[src/rtl/alu_arbiter_if.sv]
// Bundle of requester, response and shared-ALU signals for alu_arbiter.
// The slave modport is the arbiter's view; master is the requesters' and ALU's view.
interface alu_arbiter_if #(
    parameter int unsigned XLEN  = 64,
    parameter int unsigned TAG_W = 4
);
    logic             req0_valid;
    logic             req0_ready;
    logic [3:0]       req0_funct;
    logic [XLEN-1:0]  req0_a;
    logic [XLEN-1:0]  req0_b;
    logic [TAG_W-1:0] req0_tag;

    logic             req1_valid;
    logic             req1_ready;
    logic [3:0]       req1_funct;
    logic [XLEN-1:0]  req1_a;
    logic [XLEN-1:0]  req1_b;
    logic [TAG_W-1:0] req1_tag;

    logic [3:0]       alu_funct;
    logic [XLEN-1:0]  alu_operand_a;
    logic [XLEN-1:0]  alu_operand_b;
    logic [XLEN-1:0]  alu_result;
    logic             alu_result_eq_zero;

    logic             rsp0_valid;
    logic             rsp0_ready;
    logic [XLEN-1:0]  rsp0_result;
    logic             rsp0_zero;
    logic [TAG_W-1:0] rsp0_tag;

    logic             rsp1_valid;
    logic             rsp1_ready;
    logic [XLEN-1:0]  rsp1_result;
    logic             rsp1_zero;
    logic [TAG_W-1:0] rsp1_tag;

    modport slave (
        input  req0_valid, req0_funct, req0_a, req0_b, req0_tag,
        input  req1_valid, req1_funct, req1_a, req1_b, req1_tag,
        output req0_ready, req1_ready,
        output alu_funct, alu_operand_a, alu_operand_b,
        input  alu_result, alu_result_eq_zero,
        output rsp0_valid, rsp0_result, rsp0_zero, rsp0_tag,
        output rsp1_valid, rsp1_result, rsp1_zero, rsp1_tag,
        input  rsp0_ready, rsp1_ready
    );

    modport master (
        output req0_valid, req0_funct, req0_a, req0_b, req0_tag,
        output req1_valid, req1_funct, req1_a, req1_b, req1_tag,
        input  req0_ready, req1_ready,
        input  alu_funct, alu_operand_a, alu_operand_b,
        output alu_result, alu_result_eq_zero,
        input  rsp0_valid, rsp0_result, rsp0_zero, rsp0_tag,
        input  rsp1_valid, rsp1_result, rsp1_zero, rsp1_tag,
        output rsp0_ready, rsp1_ready
    );
endinterface

[src/rtl/alu_arbiter.sv]
// Two-requester arbiter in front of one shared combinational ALU, with per-requester response slots.
// Define ALU_ARB_FIXED_PRIO_EN for strict req0 priority; default build is round-robin.
module alu_arbiter #(
    parameter int unsigned XLEN  = 64,
    parameter int unsigned TAG_W = 4
) (
    input logic          clk,
    input logic          rst_n,
    alu_arbiter_if.slave bus
);
    logic             elig0, elig1;
    logic             grant0, grant1;

    logic             rsp0_valid_q, rsp1_valid_q;
    logic [XLEN-1:0]  rsp0_result_q, rsp1_result_q;
    logic             rsp0_zero_q, rsp1_zero_q;
    logic [TAG_W-1:0] rsp0_tag_q, rsp1_tag_q;

    // A slot that is draining this cycle can accept a new result on the same edge.
    assign elig0 = bus.req0_valid && (!rsp0_valid_q || bus.rsp0_ready);
    assign elig1 = bus.req1_valid && (!rsp1_valid_q || bus.rsp1_ready);

`ifdef ALU_ARB_FIXED_PRIO_EN
    always_comb begin
        grant0 = elig0;
        grant1 = elig1 && !elig0;
    end
`else
    typedef enum logic {
        LG_REQ0 = 1'b0,
        LG_REQ1 = 1'b1
    } last_grant_e;

    last_grant_e last_grant, last_grant_nxt;

    always_ff @(posedge clk) begin
        if (!rst_n) begin
            last_grant <= LG_REQ1;
        end else begin
            last_grant <= last_grant_nxt;
        end
    end

    always_comb begin
        grant0         = 1'b0;
        grant1         = 1'b0;
        last_grant_nxt = last_grant;
        if (elig0 && elig1) begin
            grant0 = (last_grant == LG_REQ1);
            grant1 = (last_grant == LG_REQ0);
        end else begin
            grant0 = elig0;
            grant1 = elig1;
        end
        if (grant0) begin
            last_grant_nxt = LG_REQ0;
        end else if (grant1) begin
            last_grant_nxt = LG_REQ1;
        end
    end
`endif

    assign bus.req0_ready = grant0;
    assign bus.req1_ready = grant1;

    always_comb begin
        bus.alu_funct     = '0;
        bus.alu_operand_a = '0;
        bus.alu_operand_b = '0;
        if (grant0) begin
            bus.alu_funct     = bus.req0_funct;
            bus.alu_operand_a = bus.req0_a;
            bus.alu_operand_b = bus.req0_b;
        end else if (grant1) begin
            bus.alu_funct     = bus.req1_funct;
            bus.alu_operand_a = bus.req1_a;
            bus.alu_operand_b = bus.req1_b;
        end
    end

    // A new grant takes precedence over a drain so back-to-back results keep valid high.
    always_ff @(posedge clk) begin
        if (!rst_n) begin
            rsp0_valid_q  <= 1'b0;
            rsp0_result_q <= '0;
            rsp0_zero_q   <= 1'b0;
            rsp0_tag_q    <= '0;
        end else if (grant0) begin
            rsp0_valid_q  <= 1'b1;
            rsp0_result_q <= bus.alu_result;
            rsp0_zero_q   <= bus.alu_result_eq_zero;
            rsp0_tag_q    <= bus.req0_tag;
        end else if (rsp0_valid_q && bus.rsp0_ready) begin
            rsp0_valid_q  <= 1'b0;
        end
    end

    always_ff @(posedge clk) begin
        if (!rst_n) begin
            rsp1_valid_q  <= 1'b0;
            rsp1_result_q <= '0;
            rsp1_zero_q   <= 1'b0;
            rsp1_tag_q    <= '0;
        end else if (grant1) begin
            rsp1_valid_q  <= 1'b1;
            rsp1_result_q <= bus.alu_result;
            rsp1_zero_q   <= bus.alu_result_eq_zero;
            rsp1_tag_q    <= bus.req1_tag;
        end else if (rsp1_valid_q && bus.rsp1_ready) begin
            rsp1_valid_q  <= 1'b0;
        end
    end

    assign bus.rsp0_valid  = rsp0_valid_q;
    assign bus.rsp0_result = rsp0_result_q;
    assign bus.rsp0_zero   = rsp0_zero_q;
    assign bus.rsp0_tag    = rsp0_tag_q;
    assign bus.rsp1_valid  = rsp1_valid_q;
    assign bus.rsp1_result = rsp1_result_q;
    assign bus.rsp1_zero   = rsp1_zero_q;
    assign bus.rsp1_tag    = rsp1_tag_q;
endmodule

[src/flat_wrapper.sv]
// flat-port wrapper written by rule: the top's interface ports become plain ports
module alu_arbiter_flat 
#(
    parameter int unsigned XLEN  = 64,
    parameter int unsigned TAG_W = 4
)
  (clk, rst_n, bus_req0_valid, bus_req0_funct, bus_req0_a, bus_req0_b, bus_req0_tag, bus_req1_valid, bus_req1_funct, bus_req1_a, bus_req1_b, bus_req1_tag, bus_req0_ready, bus_req1_ready, bus_alu_funct, bus_alu_operand_a, bus_alu_operand_b, bus_alu_result, bus_alu_result_eq_zero, bus_rsp0_valid, bus_rsp0_result, bus_rsp0_zero, bus_rsp0_tag, bus_rsp1_valid, bus_rsp1_result, bus_rsp1_zero, bus_rsp1_tag, bus_rsp0_ready, bus_rsp1_ready);
  alu_arbiter_if #(.XLEN(XLEN), .TAG_W(TAG_W)) bus_i ();
  input logic clk;
  input logic rst_n;
  input wire logic [$bits(bus_i.req0_valid)-1:0] bus_req0_valid;
  input wire logic [$bits(bus_i.req0_funct)-1:0] bus_req0_funct;
  input wire logic [$bits(bus_i.req0_a)-1:0] bus_req0_a;
  input wire logic [$bits(bus_i.req0_b)-1:0] bus_req0_b;
  input wire logic [$bits(bus_i.req0_tag)-1:0] bus_req0_tag;
  input wire logic [$bits(bus_i.req1_valid)-1:0] bus_req1_valid;
  input wire logic [$bits(bus_i.req1_funct)-1:0] bus_req1_funct;
  input wire logic [$bits(bus_i.req1_a)-1:0] bus_req1_a;
  input wire logic [$bits(bus_i.req1_b)-1:0] bus_req1_b;
  input wire logic [$bits(bus_i.req1_tag)-1:0] bus_req1_tag;
  output wire logic [$bits(bus_i.req0_ready)-1:0] bus_req0_ready;
  output wire logic [$bits(bus_i.req1_ready)-1:0] bus_req1_ready;
  output wire logic [$bits(bus_i.alu_funct)-1:0] bus_alu_funct;
  output wire logic [$bits(bus_i.alu_operand_a)-1:0] bus_alu_operand_a;
  output wire logic [$bits(bus_i.alu_operand_b)-1:0] bus_alu_operand_b;
  input wire logic [$bits(bus_i.alu_result)-1:0] bus_alu_result;
  input wire logic [$bits(bus_i.alu_result_eq_zero)-1:0] bus_alu_result_eq_zero;
  output wire logic [$bits(bus_i.rsp0_valid)-1:0] bus_rsp0_valid;
  output wire logic [$bits(bus_i.rsp0_result)-1:0] bus_rsp0_result;
  output wire logic [$bits(bus_i.rsp0_zero)-1:0] bus_rsp0_zero;
  output wire logic [$bits(bus_i.rsp0_tag)-1:0] bus_rsp0_tag;
  output wire logic [$bits(bus_i.rsp1_valid)-1:0] bus_rsp1_valid;
  output wire logic [$bits(bus_i.rsp1_result)-1:0] bus_rsp1_result;
  output wire logic [$bits(bus_i.rsp1_zero)-1:0] bus_rsp1_zero;
  output wire logic [$bits(bus_i.rsp1_tag)-1:0] bus_rsp1_tag;
  input wire logic [$bits(bus_i.rsp0_ready)-1:0] bus_rsp0_ready;
  input wire logic [$bits(bus_i.rsp1_ready)-1:0] bus_rsp1_ready;
  assign bus_i.req0_valid = bus_req0_valid;
  assign bus_i.req0_funct = bus_req0_funct;
  assign bus_i.req0_a = bus_req0_a;
  assign bus_i.req0_b = bus_req0_b;
  assign bus_i.req0_tag = bus_req0_tag;
  assign bus_i.req1_valid = bus_req1_valid;
  assign bus_i.req1_funct = bus_req1_funct;
  assign bus_i.req1_a = bus_req1_a;
  assign bus_i.req1_b = bus_req1_b;
  assign bus_i.req1_tag = bus_req1_tag;
  assign bus_req0_ready = bus_i.req0_ready;
  assign bus_req1_ready = bus_i.req1_ready;
  assign bus_alu_funct = bus_i.alu_funct;
  assign bus_alu_operand_a = bus_i.alu_operand_a;
  assign bus_alu_operand_b = bus_i.alu_operand_b;
  assign bus_i.alu_result = bus_alu_result;
  assign bus_i.alu_result_eq_zero = bus_alu_result_eq_zero;
  assign bus_rsp0_valid = bus_i.rsp0_valid;
  assign bus_rsp0_result = bus_i.rsp0_result;
  assign bus_rsp0_zero = bus_i.rsp0_zero;
  assign bus_rsp0_tag = bus_i.rsp0_tag;
  assign bus_rsp1_valid = bus_i.rsp1_valid;
  assign bus_rsp1_result = bus_i.rsp1_result;
  assign bus_rsp1_zero = bus_i.rsp1_zero;
  assign bus_rsp1_tag = bus_i.rsp1_tag;
  assign bus_i.rsp0_ready = bus_rsp0_ready;
  assign bus_i.rsp1_ready = bus_rsp1_ready;
  alu_arbiter #(.XLEN(XLEN), .TAG_W(TAG_W)) u_core (.clk(clk), .rst_n(rst_n), .bus(bus_i));
endmodule
[config.mk]
export PLATFORM = sky130hd
export DESIGN_NAME = alu_arbiter_flat
export DESIGN_NICKNAME = d
export VERILOG_FILES = /design/src/rtl/alu_arbiter_if.sv /design/src/rtl/alu_arbiter.sv /design/src/flat_wrapper.sv
export SDC_FILE = /design/constraint.sdc
export NUM_CORES = 1
export LEC_CHECK = 0
export ABC_AREA = 1
export CAP_MARGIN = 20
export CELL_PAD_IN_SITES_DETAIL_PLACEMENT = 1
export CELL_PAD_IN_SITES_GLOBAL_PLACEMENT = 2
export CORE_MARGIN = 4
export CORE_UTILIZATION = 13
export DETAILED_ROUTE_END_ITERATION = 16
export PLACE_DENSITY_LB_ADDON = 0.08
export SETUP_SLACK_MARGIN = 0.5
export SLEW_MARGIN = 25
export SYNTH_ARGS = -nofsm -noshare
export SYNTH_HDL_FRONTEND = slang
export SYNTH_SLANG_ARGS = --single-unit
[constraint.sdc]
create_clock -name clk -period 1.2 [get_ports clk]
set_input_delay 0.18 -clock clk [delete_from_list [all_inputs] [get_ports clk]]
set_output_delay 0.18 -clock clk [all_outputs]
set_load 0.01 [all_outputs]
### Yosys cells after proc, flatten, opt, wreduce, memory -nomap -nowiden

Index checks and enable logic that the tools add are counted.

| cells by class | value |
|---|---|
| reductions and logical operators | 12 |
| bitwise operators | 1 |
| multiplexer cells | 14 |

Operators with widths:

| operator | number |
|---|---|
| 64-bit two-way mux | 4 |
| 1-bit two-way mux | 8 |
| 4-bit two-way mux | 2 |
| 2-bit nonzero test | 3 |
| 1-bit logical AND | 5 |
| 1-bit logical NOT | 2 |
| 1-bit logical OR | 2 |
| 1-bit inverter | 1 |

| word-level totals | value |
|---|---|
| register bits after elaboration | 141 |
| bits of input ports | 343 |
| logic and storage cells | 36 |
| output and inout port bits | 274 |

### Logic depth before layout (Yosys ltp)

| logic depth | value |
|---|---|
| depth in word-level cells | 7 |
| depth in mapped cells | 9 |
| mapped depth without buffers | 7 |

### Worst setup path before layout

No wires, ideal clock.

| timing path | value |
|---|---|
| path type | register to output |
| from | register u_core.rsp1_valid_q, in the netlist u_core.bus.rsp1_valid |
| to | output port bus_alu_operand_a[47] |
| slack | -0.217 ns |
| data required time | 1.020 ns |
| arrival time | 1.237 ns |
| cell stages (with the launch flop) | 9 |
| buffers on the path | 2 |
| path through | dfxtp_1 nand2_1 nand3_1 nand2_1 inv_2 buf_4 buf_2 nand2_1 nand2_1 |

| between the ends | value |
|---|---|
| word-level cells in the longest chain between the ends | 7 |
| elaborated cells between the ends (all ways) | 8 |
| those cells by class | 4 x mux; 4 x reduce/logical |

RTL lines:

| what | line | text |
|---|---|---|
| start: declaration | alu_arbiter.sv:14 | `logic rsp0_valid_q, rsp1_valid_q;` |
| start signal: assignment | alu_arbiter.sv:100 | `rsp1_valid_q <= 1'b0;` |
| start signal: assignment | alu_arbiter.sv:105 | `rsp1_valid_q <= 1'b1;` |
| start signal: assignment | alu_arbiter.sv:110 | `rsp1_valid_q <= 1'b0;` |
| 1-bit logical NOT (*) | alu_arbiter.sv:21 | `assign elig1 = bus.req1_valid && (!rsp1_valid_q \|\| bus.rsp1_ready);` |
| 1-bit logical OR (*) | alu_arbiter.sv:21 |  |
| 1-bit logical AND (*) | alu_arbiter.sv:21 |  |
| 1-bit logical AND | alu_arbiter.sv:48 | `if (elig0 && elig1) begin` |
| 1-bit two-way mux | alu_arbiter.sv:48 |  |
| 64-bit two-way mux | alu_arbiter.sv:74 | `end else if (grant1) begin` |
| 64-bit two-way mux (*) | alu_arbiter.sv:70 | `if (grant0) begin` |
| end: declaration | flat_wrapper.sv:24 | `output wire logic [$bits(bus_i.alu_operand_a)-1:0] bus_alu_operand_a;` |

Mark *: on every way between the ends. The rest lies on a longest branch, timed or not.

### Worst setup path in the final report

| timing path | value |
|---|---|
| from | register u_core.rsp1_valid_q, in the netlist u_core.bus.rsp1_valid |
| to | output port bus_alu_operand_b[52] |

| between the ends | value |
|---|---|
| word-level cells in the longest chain between the ends | 7 |
| elaborated cells between the ends (all ways) | 8 |
| those cells by class | 4 x mux; 4 x reduce/logical |

RTL lines:

| what | line | text |
|---|---|---|
| 1-bit logical NOT (*) | alu_arbiter.sv:21 |  |
| 1-bit logical OR (*) | alu_arbiter.sv:21 |  |
| 1-bit logical AND (*) | alu_arbiter.sv:21 |  |
| 1-bit logical AND | alu_arbiter.sv:48 |  |
| 1-bit two-way mux | alu_arbiter.sv:48 |  |
| 64-bit two-way mux | alu_arbiter.sv:74 |  |
| 64-bit two-way mux (*) | alu_arbiter.sv:70 |  |
| end: declaration | flat_wrapper.sv:25 | `output wire logic [$bits(bus_i.alu_operand_b)-1:0] bus_alu_operand_b;` |

Marks and branches as above.

==> impl_metrics.ini <==
[status]
status = complete, but fails checks
violations = negative setup slack

[global_routing]
grt_max_degree = 99
overflow = 0
grt_usage_pct = 17.9
antenna_found_initial = 22
grt_pass1_wl_mm = 81.9
grt_pass1_vias = 11300

[clock_tree]
cts_buffers = 17
cts_tree = built
clkTransAtPathRegs_ps = 50
cts_root_buf = clkbuf_16
h-tree-depth = 4
insertion_delay_ps = 440
cts_sinks = 141
cts_hold_buf = 0
cts.path.max_buffers = 2

[routing]
firstDrtPassIters = 4
vias = 10700
postRouteWirelength_mm = 58.3
post_drt_wl_per_cell_um = 21.5
drtAntennaViolNets = 0
drc = 0
viasPerCell = 3.95
drt_iter0_drc = 297

[setup_path]
crit_start = u_core.bus.rsp1_valid$_SDFFE_PN0P_
cp_max_fo = 7
r2r_slack_ps = -600
crit_required_ps = 1020
cp-start-kind = flip-flop
crit_arrival_ps = 1810
critPathKind = reg2out
r2r_start = u_core.bus.rsp1_valid$_SDFFE_PN0P_
worstSetupEndpointType = output pin

[layout]
design_area_mm2 = 0.0170
fin_cells = 2710
final_common_cell = clkdlybuf4s50_1
syn_to_final_growth_pct = 124
drive_gt1_share_pct = 21.2
nets = 2267
layout_common_cells = clkdlybuf4s50_1, nand2_1, a21oi_1

[timing]
fin_crit_sh_pct = 166
setup_viol = 411
finalCriticalPeriod_ps = 1990
fin_ws_ps = -788
holdWs_ps = 176
slew_headroom_pct = 62.4
tns_ps = -189090
worst_clock_skew_ps = 12.1
timing_worst_slew_pin_value_ps = 564
max_freq_mhz = 503
hold_violations = 0
rsz0062_at_grt = yes
drv_slew = 0

[synth]
yosys_register_bits = 141
synthesis.nets = 1628
syn_area_mm2 = 0.00760
yosysSeqAreaShare_pct = 37.1
synth_warnings = 0
syn_inst = 1285
syn_area_per_cell_um2 = 5.91
ys_types = 13

[place]
dp_cells = 2610
post-place-ws_ps = -1370
hpwl_mm = 43.6
place_congestion = 0.807
placed_area_mm2 = 0.0149
portBuffers = 616

[power_and_ir_drop]
internal_power_mw = 12.1
netSwitchingFraction_pct = 32.1
combPwrFrac_pct = 40.7
ir_worst_vdd_uv = 993
p_clk_share_pct = 29.2
power.leakage_nw = 7.77
p_switching_mw = 5.73
powerDensity_mw_per_mm2 = 1050
pwr-share-seq_pct = 30.1

[floorplanning]
die_w_um = 250
coreArea_mm2 = 0.0578
start_util_pct = 13.1
row_count = 88
ios = 617
die_height_um = 250
die_area_mm2 = 0.0624

[hold_path]
hold_path.class = in2reg
min_from = rst_n

[flow_run]
drv_cap = 0
-- path summary, 6_finish.rpt --
kind                                              to  depth (start not counted)
max                            bus_alu_operand_b[52]                         11
min                   u_core.last_grant$_SDFFE_PN1P_                          3
max reg2reg  u_core.bus.rsp0_result[39]$_SDFFE_PN0P_                          7
min reg2reg  u_core.bus.rsp1_result[33]$_SDFFE_PN0P_                          2
-- synthesized netlist by cell type --
| master | count | area share (%) |
|---|---|---|
| buf_4 | 3 | 0.30 |
| nand2_1 | 538 | 27 |
| o211ai_1 | 1 | 0.099 |
| clkbuf_1 | 14 | 0.69 |
| nand3_1 | 140 | 9.2 |
| dfxtp_1 | 141 | 37 |
| inv_1 | 77 | 3.8 |
| buf_2 | 85 | 5.6 |
| buf_1 | 2 | 0.099 |
| inv_2 | 4 | 0.20 |
| a21oi_1 | 140 | 9.2 |
| nor2_1 | 138 | 6.8 |
| a21oi_2 | 2 | 0.23 |
-- flip-flops by register name, indices dropped and copies added (netlist names) --
| signal | cells |
|---|---|
| u_core.bus.rsp1_result | 64 |
| u_core.bus.rsp0_result | 64 |
| u_core.bus.rsp1_valid | 1 |
| u_core.bus.rsp1_zero | 1 |
| u_core.bus.rsp0_zero | 1 |
| u_core.bus.rsp0_tag | 4 |
| u_core.bus.rsp1_tag | 4 |
| u_core.bus.rsp0_valid | 1 |
| u_core.last_grant | 1 |
-- layout make-up --
class	count	area (um2)
tap	765	957
clock inverter	6	60.1
antenna	9	22.5
timing repair buffer	724	7900
sequential	141	2830
multi-input combinational	959	4410
inverter	81	317
clock buffer	25	495
fill	6956	40800
-- stage by stage --
step / total power [mW] / utilization (%)
3_5_place_dp: 11.8 / 25.8
5_1_grt: 18.9 / 29.4
2_1_floorplan: 7.79 / -
4_1_cts: 18.0 / 28.7
3_3_place_gp: 11.7 / 25.8
6_report: 17.8 / 29.4
-- critical path: stages, from the launching register on --
cell	delay, ps
dfxtp_4	360
nand2_4	70
nand3_4	80
nand2_4	90
inv_6	40
buf_12	130
buf_8	130
buf_12	130
buf_6	120
nand2_2	50
nand2_2	50
buf_6	120
-- logic make-up (layout without fill, tap and decap cells) --
logic type | count (synthesis) | count (layout) | share of synthesized area (%)
buffers and inverters | 185 | 836 | 10.7
flip-flops | 141 | 141 | 37.1
AO/OA/AOI/OAI | 143 | 143 | 9.55
AND/OR/NAND/NOR | 816 | 816 | 42.6
other | 0 | 9 | 0
-- repair_timing --
action | CTS | global route
pin swaps | 32 | 16
endpoints found under the setup margin | 415 | 415
resized for setup | 806 | 80
gates cloned | 18 | 5
setup buffers | 32 | 5
hold endpoints to repair | 0 | 0
-- layer usage --
| layer | vias up | GRT usage (%) | routed length (um) |
|---|---|---|---|
| met4 | 32 | 3.60 | 819 |
| met1 | 4999 | 19.5 | 22500 |
| met2 | 322 | 32.2 | 29500 |
| li1 | 5295 | - | - |
| met3 | 65 | 7.88 | 5210 |
| met5 | - | 0 | 195 |
-- power by group through the flow --
stage,logic [mW],clock network (mW),registers (mW)
floorplan,2.17,0,5.62
global placement,6.28,0,5.45
detailed placement,6.30,0,5.46
CTS,7.14,5.48,5.37
global route,7.86,5.66,5.42
finish,7.26,5.21,5.36
Power figures use the tool's default switching activity.
